[src/rtl/rv_muldiv_unit.sv]
// rv_muldiv_unit
//   RV32M/RV64M multiply/divide unit that sits beside the integer ALU in EX.
//   The multiply path is a fixed-latency staged multiplier. The divide path is
//   an iterative restoring divider that resolves one quotient bit per cycle.
//   Only one operation is in flight at a time. Issue is stalled through
//   IN_READY, which is high only while the unit is idle.
//
// Ports
//   CLK, RESET_N         rising-edge clock, asynchronous active-low reset
//   IN_VALID/IN_READY    request handshake; FUNCT3, DATA1, DATA2 and IN_TAG
//                        are captured on accept
//   KILL                 synchronous flush of the in-flight or unread op
//   OUT_VALID/OUT_READY  result handshake; RESULT and OUT_TAG are held
//                        stable until the result is accepted
//   BUSY                 high whenever the unit is not idle
module rv_muldiv_unit #(
    parameter int XLEN       = 32,
    parameter int MUL_STAGES = 2,
    parameter int TAG_W      = 5
) (
    input  logic             CLK,
    input  logic             RESET_N,
    input  logic             IN_VALID,
    output logic             IN_READY,
    input  logic [2:0]       FUNCT3,
    input  logic [XLEN-1:0]  DATA1,
    input  logic [XLEN-1:0]  DATA2,
    input  logic [TAG_W-1:0] IN_TAG,
    input  logic             KILL,
    output logic             OUT_VALID,
    input  logic             OUT_READY,
    output logic [XLEN-1:0]  RESULT,
    output logic [TAG_W-1:0] OUT_TAG,
    output logic             BUSY
);

    localparam int CNT_MAX = (XLEN > MUL_STAGES) ? XLEN : MUL_STAGES;
    localparam int CNT_W   = $clog2(CNT_MAX + 1);
    localparam logic [CNT_W-1:0] MUL_LAST = CNT_W'((MUL_STAGES > 1) ? MUL_STAGES - 2 : 0);
    localparam logic [CNT_W-1:0] DIV_LAST = CNT_W'(XLEN);

    typedef enum logic [1:0] {S_IDLE, S_MUL, S_DIV, S_DONE} state_t;

    state_t           state, state_nxt;
    logic [CNT_W-1:0] cnt;

    // Two's-complement negate when requested; used for magnitudes and sign fixup.
    function automatic logic [XLEN-1:0] cond_neg(input logic [XLEN-1:0] v, input logic neg);
        return neg ? (~v + 1'b1) : v;
    endfunction

    // MUL takes the low half of the product; MULH/MULHSU/MULHU take the high half.
    function automatic logic [XLEN-1:0] mul_select(input logic [2*XLEN-1:0] p, input logic [1:0] f);
        return (f == 2'b00) ? p[XLEN-1:0] : p[2*XLEN-1:XLEN];
    endfunction

    // Request decode
    logic            accept, is_div, div_signed, is_rem, div_zero, div_ovf, special;
    logic [XLEN-1:0] special_val;

    assign IN_READY   = (state == S_IDLE);
    assign BUSY       = (state != S_IDLE);
    assign OUT_VALID  = (state == S_DONE);
    assign accept     = IN_VALID && IN_READY && !KILL;
    assign is_div     = FUNCT3[2];
    assign div_signed = ~FUNCT3[0];
    assign is_rem     = FUNCT3[1];
    assign div_zero   = (DATA2 == '0);
    assign div_ovf    = div_signed && (DATA1 == {1'b1, {(XLEN-1){1'b0}}}) && (DATA2 == '1);
    assign special    = is_div && (div_zero || div_ovf);

    // Divide-by-zero takes precedence: it also covers a signed zero divisor.
    always_comb begin
        special_val = '0;
        if (div_zero) special_val = is_rem ? DATA1 : '1;
        else          special_val = is_rem ? '0 : DATA1;
    end

    // Operands are widened to 2*XLEN so that the truncated product is the full
    // signed/unsigned product. rs1 is signed for all but MULHU; rs2 is signed
    // only for MUL/MULH.
    logic                     mul_a_sgn, mul_b_sgn;
    logic signed [2*XLEN-1:0] mul_a, mul_b, mul_full;

    assign mul_a_sgn = (FUNCT3[1:0] != 2'b11);
    assign mul_b_sgn = ~FUNCT3[1];
    assign mul_a     = {{XLEN{mul_a_sgn & DATA1[XLEN-1]}}, DATA1};
    assign mul_b     = {{XLEN{mul_b_sgn & DATA2[XLEN-1]}}, DATA2};
    assign mul_full  = mul_a * mul_b;

    // Operation state and restoring-divider registers
    logic [1:0]               op_p0;
    logic signed [2*XLEN-1:0] prod_p0;
    logic [XLEN-1:0]          quo_p1, rem_p1, dsr_p1;
    logic                     neg_q_p1, neg_r_p1;

    // The trial subtraction fits in XLEN bits whenever it is taken, because
    // the partial remainder is always below the divisor.
    logic [XLEN:0]   rem_sh;
    logic [XLEN-1:0] rem_next, div_result;
    logic            rem_fits;

    assign rem_sh     = {rem_p1, quo_p1[XLEN-1]};
    assign rem_fits   = (rem_sh >= {1'b0, dsr_p1});
    assign rem_next   = rem_sh[XLEN-1:0] - dsr_p1;
    assign div_result = op_p0[1] ? cond_neg(rem_p1, neg_r_p1) : cond_neg(quo_p1, neg_q_p1);

    // Stage p0/p1: capture on accept (includes divide magnitude setup), then iterate
    always_ff @(posedge CLK) begin
        if (accept) begin
            op_p0    <= FUNCT3[1:0];
            prod_p0  <= mul_full;
            quo_p1   <= cond_neg(DATA1, div_signed & DATA1[XLEN-1]);
            dsr_p1   <= cond_neg(DATA2, div_signed & DATA2[XLEN-1]);
            rem_p1   <= '0;
            neg_q_p1 <= div_signed & (DATA1[XLEN-1] ^ DATA2[XLEN-1]);
            neg_r_p1 <= div_signed & DATA1[XLEN-1];
        end else if (state == S_DIV && cnt < DIV_LAST) begin
            quo_p1 <= {quo_p1[XLEN-2:0], rem_fits};
            rem_p1 <= rem_fits ? rem_next : rem_sh[XLEN-1:0];
        end
    end

    // Next-state logic
    always_comb begin
        state_nxt = state;
        case (state)
            S_IDLE: begin
                if (accept) begin
                    if (!is_div)      state_nxt = (MUL_STAGES == 1) ? S_DONE : S_MUL;
                    else if (special) state_nxt = S_DONE;
                    else              state_nxt = S_DIV;
                end
            end
            S_MUL:   if (cnt == MUL_LAST) state_nxt = S_DONE;
            S_DIV:   if (cnt == DIV_LAST) state_nxt = S_DONE;
            S_DONE:  if (OUT_READY) state_nxt = S_IDLE;
            default: state_nxt = S_IDLE;
        endcase
        if (KILL) state_nxt = S_IDLE;
    end

    // Control and output registers
    always_ff @(posedge CLK or negedge RESET_N) begin
        if (!RESET_N) begin
            state   <= S_IDLE;
            cnt     <= '0;
            RESULT  <= '0;
            OUT_TAG <= '0;
        end else begin
            state <= state_nxt;
            if (state_nxt == state && (state == S_MUL || state == S_DIV))
                cnt <= cnt + 1'b1;
            else
                cnt <= '0;
            if (accept) OUT_TAG <= IN_TAG;
            if (accept && special)
                RESULT <= special_val;
            else if (accept && !is_div && MUL_STAGES == 1)
                RESULT <= mul_select(mul_full, FUNCT3[1:0]);
            else if (state == S_MUL && state_nxt == S_DONE)
                RESULT <= mul_select(prod_p0, op_p0);
            else if (state == S_DIV && state_nxt == S_DONE)
                RESULT <= div_result;
        end
    end

endmodule

[config.mk]
export PLATFORM = sky130hd
export DESIGN_NAME = rv_muldiv_unit
export DESIGN_NICKNAME = d
export VERILOG_FILES = /design/src/rtl/rv_muldiv_unit.sv
export SDC_FILE = /design/constraint.sdc
export NUM_CORES = 2
export LEC_CHECK = 0
export ABC_CLOCK_PERIOD_IN_PS = 11200
export CORE_MARGIN = 2
export CORE_UTILIZATION = 45
export DETAILED_ROUTE_END_ITERATION = 10
export GPL_TIMING_DRIVEN = 0
export PLACE_DENSITY = 0.57
export SLEW_MARGIN = 20
export SYNTH_ARGS = -nofsm -noshare
export SYNTH_HDL_FRONTEND = slang
export SYNTH_SLANG_ARGS = --single-unit
[constraint.sdc]
create_clock -name CLK -period 11.2 [get_ports CLK]
set_input_delay 2.24 -clock CLK [delete_from_list [all_inputs] [get_ports CLK]]
set_output_delay 2.24 -clock CLK [all_outputs]
set_load 0.01 [all_outputs]
# [After elaboration in Yosys (flattened, before gate mapping)]
# Index checks and enable logic that the tools add are counted.
[totals] in_bits=77 word_cells=85 out_inout_bits=40 register_bits=209
[classes] n_lt_le_gt_ge=2 mux=24 n_addsub=6 bitwise_logic=12 n_eq_ne=9 n_mul=1 reduce_logical=20
[ops] operator="$mux W32" count=15
[ops] operator="$add A32 B1 Y32 const B" count=4
[ops] operator="$not A32 Y32" count=4
[ops] operator="$eq A32 B32 Y1 const B" count=2
[ops] operator="$mul A33 B33 Y64" count=1
[ops] operator="$ge A33 B32 Y1" count=1
[ops] operator="$logic_not A32 Y1" count=1
[ops] operator="$sub A32 B32 Y32" count=1
[ops] operator="$mux W2" count=6
[ops] operator="$logic_and A1 B1 Y1" count=10
[ops] operator="$pmux W2 S4" count=1
[ops] operator="$add A6 B1 Y6 const B" count=1
[ops] operator="$eq A2 B2 Y1 const B" count=3
[ops] operator="$eq A6 B6 Y1 const B" count=1
[ops] operator="$logic_not A6 Y1" count=1
[ops] operator="$lt A6 B6 Y1 const B" count=1
[ops] operator="$mux W6" count=1
[ops] operator="$and A1 B1 Y1" count=5
[ops] operator="$logic_not A2 Y1" count=2
[ops] operator="$reduce_bool A2 Y1" count=2
[ops] operator="$reduce_bool A3 Y1" count=1
[ops] operator="$eq A2 B1 Y1 const B" count=1
[ops] operator="$eq A2 B2 Y1" count=1
[ops] operator="$logic_or A1 B1 Y1" count=2
[ops] operator="other kinds (5)" count=6

# [Longest topological paths before layout]
[depth] ltp_word=15 depth_mapped=31 depth_no_buf=29

# [Worst setup path after synthesis]
# No wires, ideal clock.
[synth_timing] path_kind="input to register" startpoint="in FUNCT3[0]" endpoint="reg prod_p0[61], data pin" path_stages=31 path_buffers=3 t_arrival_ps=9988 required_time_ps=10940 path_slack_ps=952 path_cell_list="nand2_1 and2_1 clkbuf_1 clkbuf_1 nand2_1 inv_1 fa_1 inv_1 fa_1 inv_1 fa_1 inv_1 fa_1 inv_1 fa_1 fa_1 fa_1 inv_1 fa_1 inv_1 ha_1 clkbuf_1 a21o_1 a21o_1 a21oi_1 o21ai_0 nor3b_1 o311ai_1 a31oi_1 o22a_1 o21ai_0"
[synth_via] elab_chain_cells=3
[synth_lines] element="start, declared" line_no="25" source="input logic [2:0] FUNCT3,"
[synth_lines] element="$ne A2 B2 Y1" line_no="85" source="assign mul_a_sgn = (FUNCT3[1:0] != 2'b11);"
[synth_lines] element="$and A1 B1 Y1" line_no="87" source="assign mul_a = {{XLEN{mul_a_sgn & DATA1[XLEN-1]}}, DATA1};"
[synth_lines] element="$mul A33 B33 Y64" line_no="89" source="assign mul_full = mul_a * mul_b;"
[synth_lines] element="named net mul_full[61]" line_no="83" source="logic signed [2*XLEN-1:0] mul_a, mul_b, mul_full;"
[synth_lines] element="end signal, assigned" line_no="112" source="prod_p0 <= mul_full;"
[synth_lines] element="end, declared" line_no="93" source="logic signed [2*XLEN-1:0] prod_p0;"
# The timed path passes the listed nets, and every way through them passes these cells.
# A chain may end at the register's enable or synchronous reset.

# [Final worst setup path]
[layout_timing] startpoint="in DATA1[9]" endpoint="reg prod_p0[61], data pin"
[layout_via] elab_chain_cells=1
[layout_lines] element="start, declared" line_no="26" source="input logic [XLEN-1:0] DATA1,"
[layout_lines] element="$mul A33 B33 Y64" line_no="89"
[layout_lines] element="named net mul_full[61]" line_no="83"
# The timed path passes the listed nets, and every way through them passes these cells.

==> impl_metrics.toml <==
[run_status]
failed_checks = "negative setup slack"
outcome = "complete, but fails checks"

[logic_synthesis]
yosysMostFrequentCell = "inv_1"
yosys_warnings = 0
synth_area_leaders = "fa_1 (44%), inv_1 (8.7%), edfxtp_1 (7.7%)"
ys_ff_latch = 209
synth_edf_count = 132
synth.largest_area_cell = "fa_1"
yosys-top-cells-count = "inv_1 (1,187), fa_1 (1,126), nand2_1 (865)"
async_reset_ff_share_pct = 21.5
synth_ff_type = "edfxtp_1"
yosysSeqAreaShare_pct = 11.2
synth_cells = 5642
yosysUniqueCellTypes = 86
yosys.area.top_type_share_pct = 44.0
syn_avg_cell_area_sq_um = 9.09
synth_area_sq_um = 51300
syn-num-nets = 7101

[final_layout]
area_growth_syn_to_layout_pct = 7.81
layout.nets = 7217
layout-drive-gt1-share_pct = 4.88
final_area_sq_um = 55300
fillers = 11100

[critical_path]
crit_type = "in2reg"
required_ns = 11.47
crit_path_end_kind = "flop"
critical_path.max_fanout = 10
arrival_ns = 11.47
cp-start-kind = "primary input"

[routing]
via_count = 42000
drtIter0Drc = 4381
drc = 0
avgRoutedWirePerCell_um = 29.0
avgViaCountPerCell = 5.76
drt-pass1-iter-count = 8
ant_nets = 0
drt-total-wl_um = 211000

[clock_network]
cts_root_buf = "clkbuf_16"
cts_max_path_buffers = 3
clk_pin_slew_ns = 0.06
htree_levels = 1
insertion_delay_ns = 0.53
cts-hold-fix-buffers = 0
cts_num_sinks = 209
cts_tree = "built"
cts-buffers-inserted = 22

[placed_design]
place_area_sq_um = 54200
io_buffers = 81
finalWeightedCongestion = 1.04
dpl.hpwl_um = 172000

[floorplan]
die_w_um = 342
die_y_um = 342
row_count = 123
core-area_sq_um = 113000
dieArea_sq_um = 117000
pin_count = 117
initial_utilization_pct = 45.5

[global_routing]
grt_pass1_vias = 42500
antenna_found_initial = 21
grt_first_pass_wirelength_um = 303000
grt_max_degree = 46
gr-total-overflow = 0
track_usage_pct = 36.6

[sta]
hold_viol_final = 0
finClkSkew_ns = 0.0112
rsz0062_at_grt = "no"
finalCriticalPeriod_ns = 11.20
slew_violations = 0
setup_viol_count_final = 1
setup_ws_ns = -0.000524
slew_headroom_pct = 13.1
fmaxAchievable_mhz = 89.3
fin_crit_sh_pct = 100
worst_slew_pin_slew_ns = 1.30

[job]
maxCapViolations = 0

[worst_hold_path]
hp-class = "reg2reg"
==> area by class of cell <==
| class | count | area (sq um) | share of cell area (%) |
|---|---|---|---|
| inverter | 1187 | 4470 | 8.08 |
| antenna | 10 | 25.0 | 0.0453 |
| tap | 1500 | 1880 | 3.39 |
| clock inverter | 9 | 98.8 | 0.179 |
| buffer | 335 | 1570 | 2.84 |
| clock buffer | 31 | 636 | 1.15 |
| sequential | 209 | 5730 | 10.4 |
| multi-input combinational | 3909 | 39900 | 72.1 |
| timing repair buffer | 94 | 998 | 1.81 |
==> routing by layer <==
metal  up-vias  track usage (%)  share of wire [%]
met5         -                0              0.050
met4        16             19.1                6.5
met3       534             8.69                 11
met2      2373             56.3                 44
met1     21800             48.3                 38
li1      17300                -                  -
==> cells by family (layout without fill, tap and decap cells) <==
| group | Yosys count | after routing | share of synthesized area (%) |
|---|---|---|---|
| AOI/OAI and AO/OA | 626 | 626 | 7.62 |
| xor gates and xnor gates | 227 | 227 | 3.88 |
| DFF | 209 | 209 | 11.2 |
| buffers and inverters | 1524 | 1656 | 11.2 |
| other | 0 | 10 | 0 |
| muxes | 42 | 42 | 0.847 |
| and+or+nand+nor | 1632 | 1632 | 15.0 |
| adders and majority gates | 1382 | 1382 | 50.2 |
==> state kept, by name (all words and copies together) (netlist names) <==
signal	flops
OUT_TAG	5
RESULT	32
cnt	6
dsr_p1	32
neg_q_p1	1
neg_r_p1	1
op_p0	2
prod_p0	64
quo_p1	32
rem_p1	32
state	2
==> path summary, 6_finish.rpt <==
path,from,to,slack (ns),depth (start not counted)
max,DATA1[9],prod_p0[61]$_DFFE_PP_,-0.0005,25
min,OUT_TAG[0]$_DFFE_PN0P_,OUT_TAG[0]$_DFFE_PN0P_,0.48,2
max reg2reg,quo_p1[4]$_DFFE_PP_,RESULT[31]$_DFFE_PN0P_,7.34,10
min reg2reg,OUT_TAG[0]$_DFFE_PN0P_,OUT_TAG[0]$_DFFE_PN0P_,0.48,2
max in group asynchronous,RESET_N,RESULT[20]$_DFFE_PN0P_,9.02,2
min in group asynchronous,RESET_N,RESULT[17]$_DFFE_PN0P_,1.65,1
==> worst max-delay path: stages <==
cell and delay [ns]:
clkbuf_1 0.69, clkbuf_1 1.03, nand2_1 0.21, fa_1 0.58, fa_1 0.46, fa_1 0.52
fa_1 0.54, inv_1 0.05, fa_1 0.49, fa_1 0.48, fa_1 0.51, inv_1 0.05
fa_1 0.61, inv_1 0.09, ha_1 0.37, a21o_1 0.21, a21o_1 0.17, a21oi_1 0.31
o221ai_1 0.23, nor4b_1 0.51, a2bb2oi_1 0.26, o311ai_1 0.27, a31oi_2 0.34, o22a_1 0.16
o21ai_0 0.07
==> layout by cell type (no fill, tap or decap), types with 16 or more instances in the layout <==
master / instances
buf_1: 19
edfxtp_1: 132
o21a_1: 19
clkbuf_2: 108
a211oi_1: 34
fa_1: 1123
dfrtp_1: 45
clkdlybuf4s50_1: 77
inv_1: 1182
nand2b_1: 19
o31ai_1: 32
and3_1: 20
a21o_1: 72
ha_1: 256
clkbuf_16: 23
dfxtp_1: 32
nand3_1: 37
o211ai_1: 17
nand4_1: 28
nor2_1: 162
a21oi_1: 184
xor2_1: 89
buf_2: 31
o21ai_0: 160
or3_1: 16
clkbuf_1: 156
xnor2_1: 137
nor3_1: 29
and2_1: 373
mux2i_1: 31
nand2_1: 864
o21bai_1: 17
==> through the flow <==
stage / setup slack, ns / hold WS [ns] / TNS [ns] / std cells / utilization (%)
floorplan: 0.952 / 0.454 / 0 / 5642 / -
global placement: -2.59 / 0.460 / -39.96 / 7223 / 47.8
detailed placement: -2.33 / 0.464 / -31.48 / 7230 / 48.0
CTS: 0.0175 / 0.480 / 0 / 7274 / 48.9
global route: 0.0132 / 0.506 / 0 / 7275 / 49.0
finish: -0.000524 / 0.479 / -0.000524 / 7284 / 49.0
==> repair_timing <==
item | CTS | global route
endpoints found under the setup margin | 22 | 10
gates resized for setup | 88 | 167
setup buffers | 5 | 1
pin swaps | 3 | 1
Power is left out: the tool's default activity adds up to more than one toggle a clock period on the data nets, which glitch-free logic cannot reach.
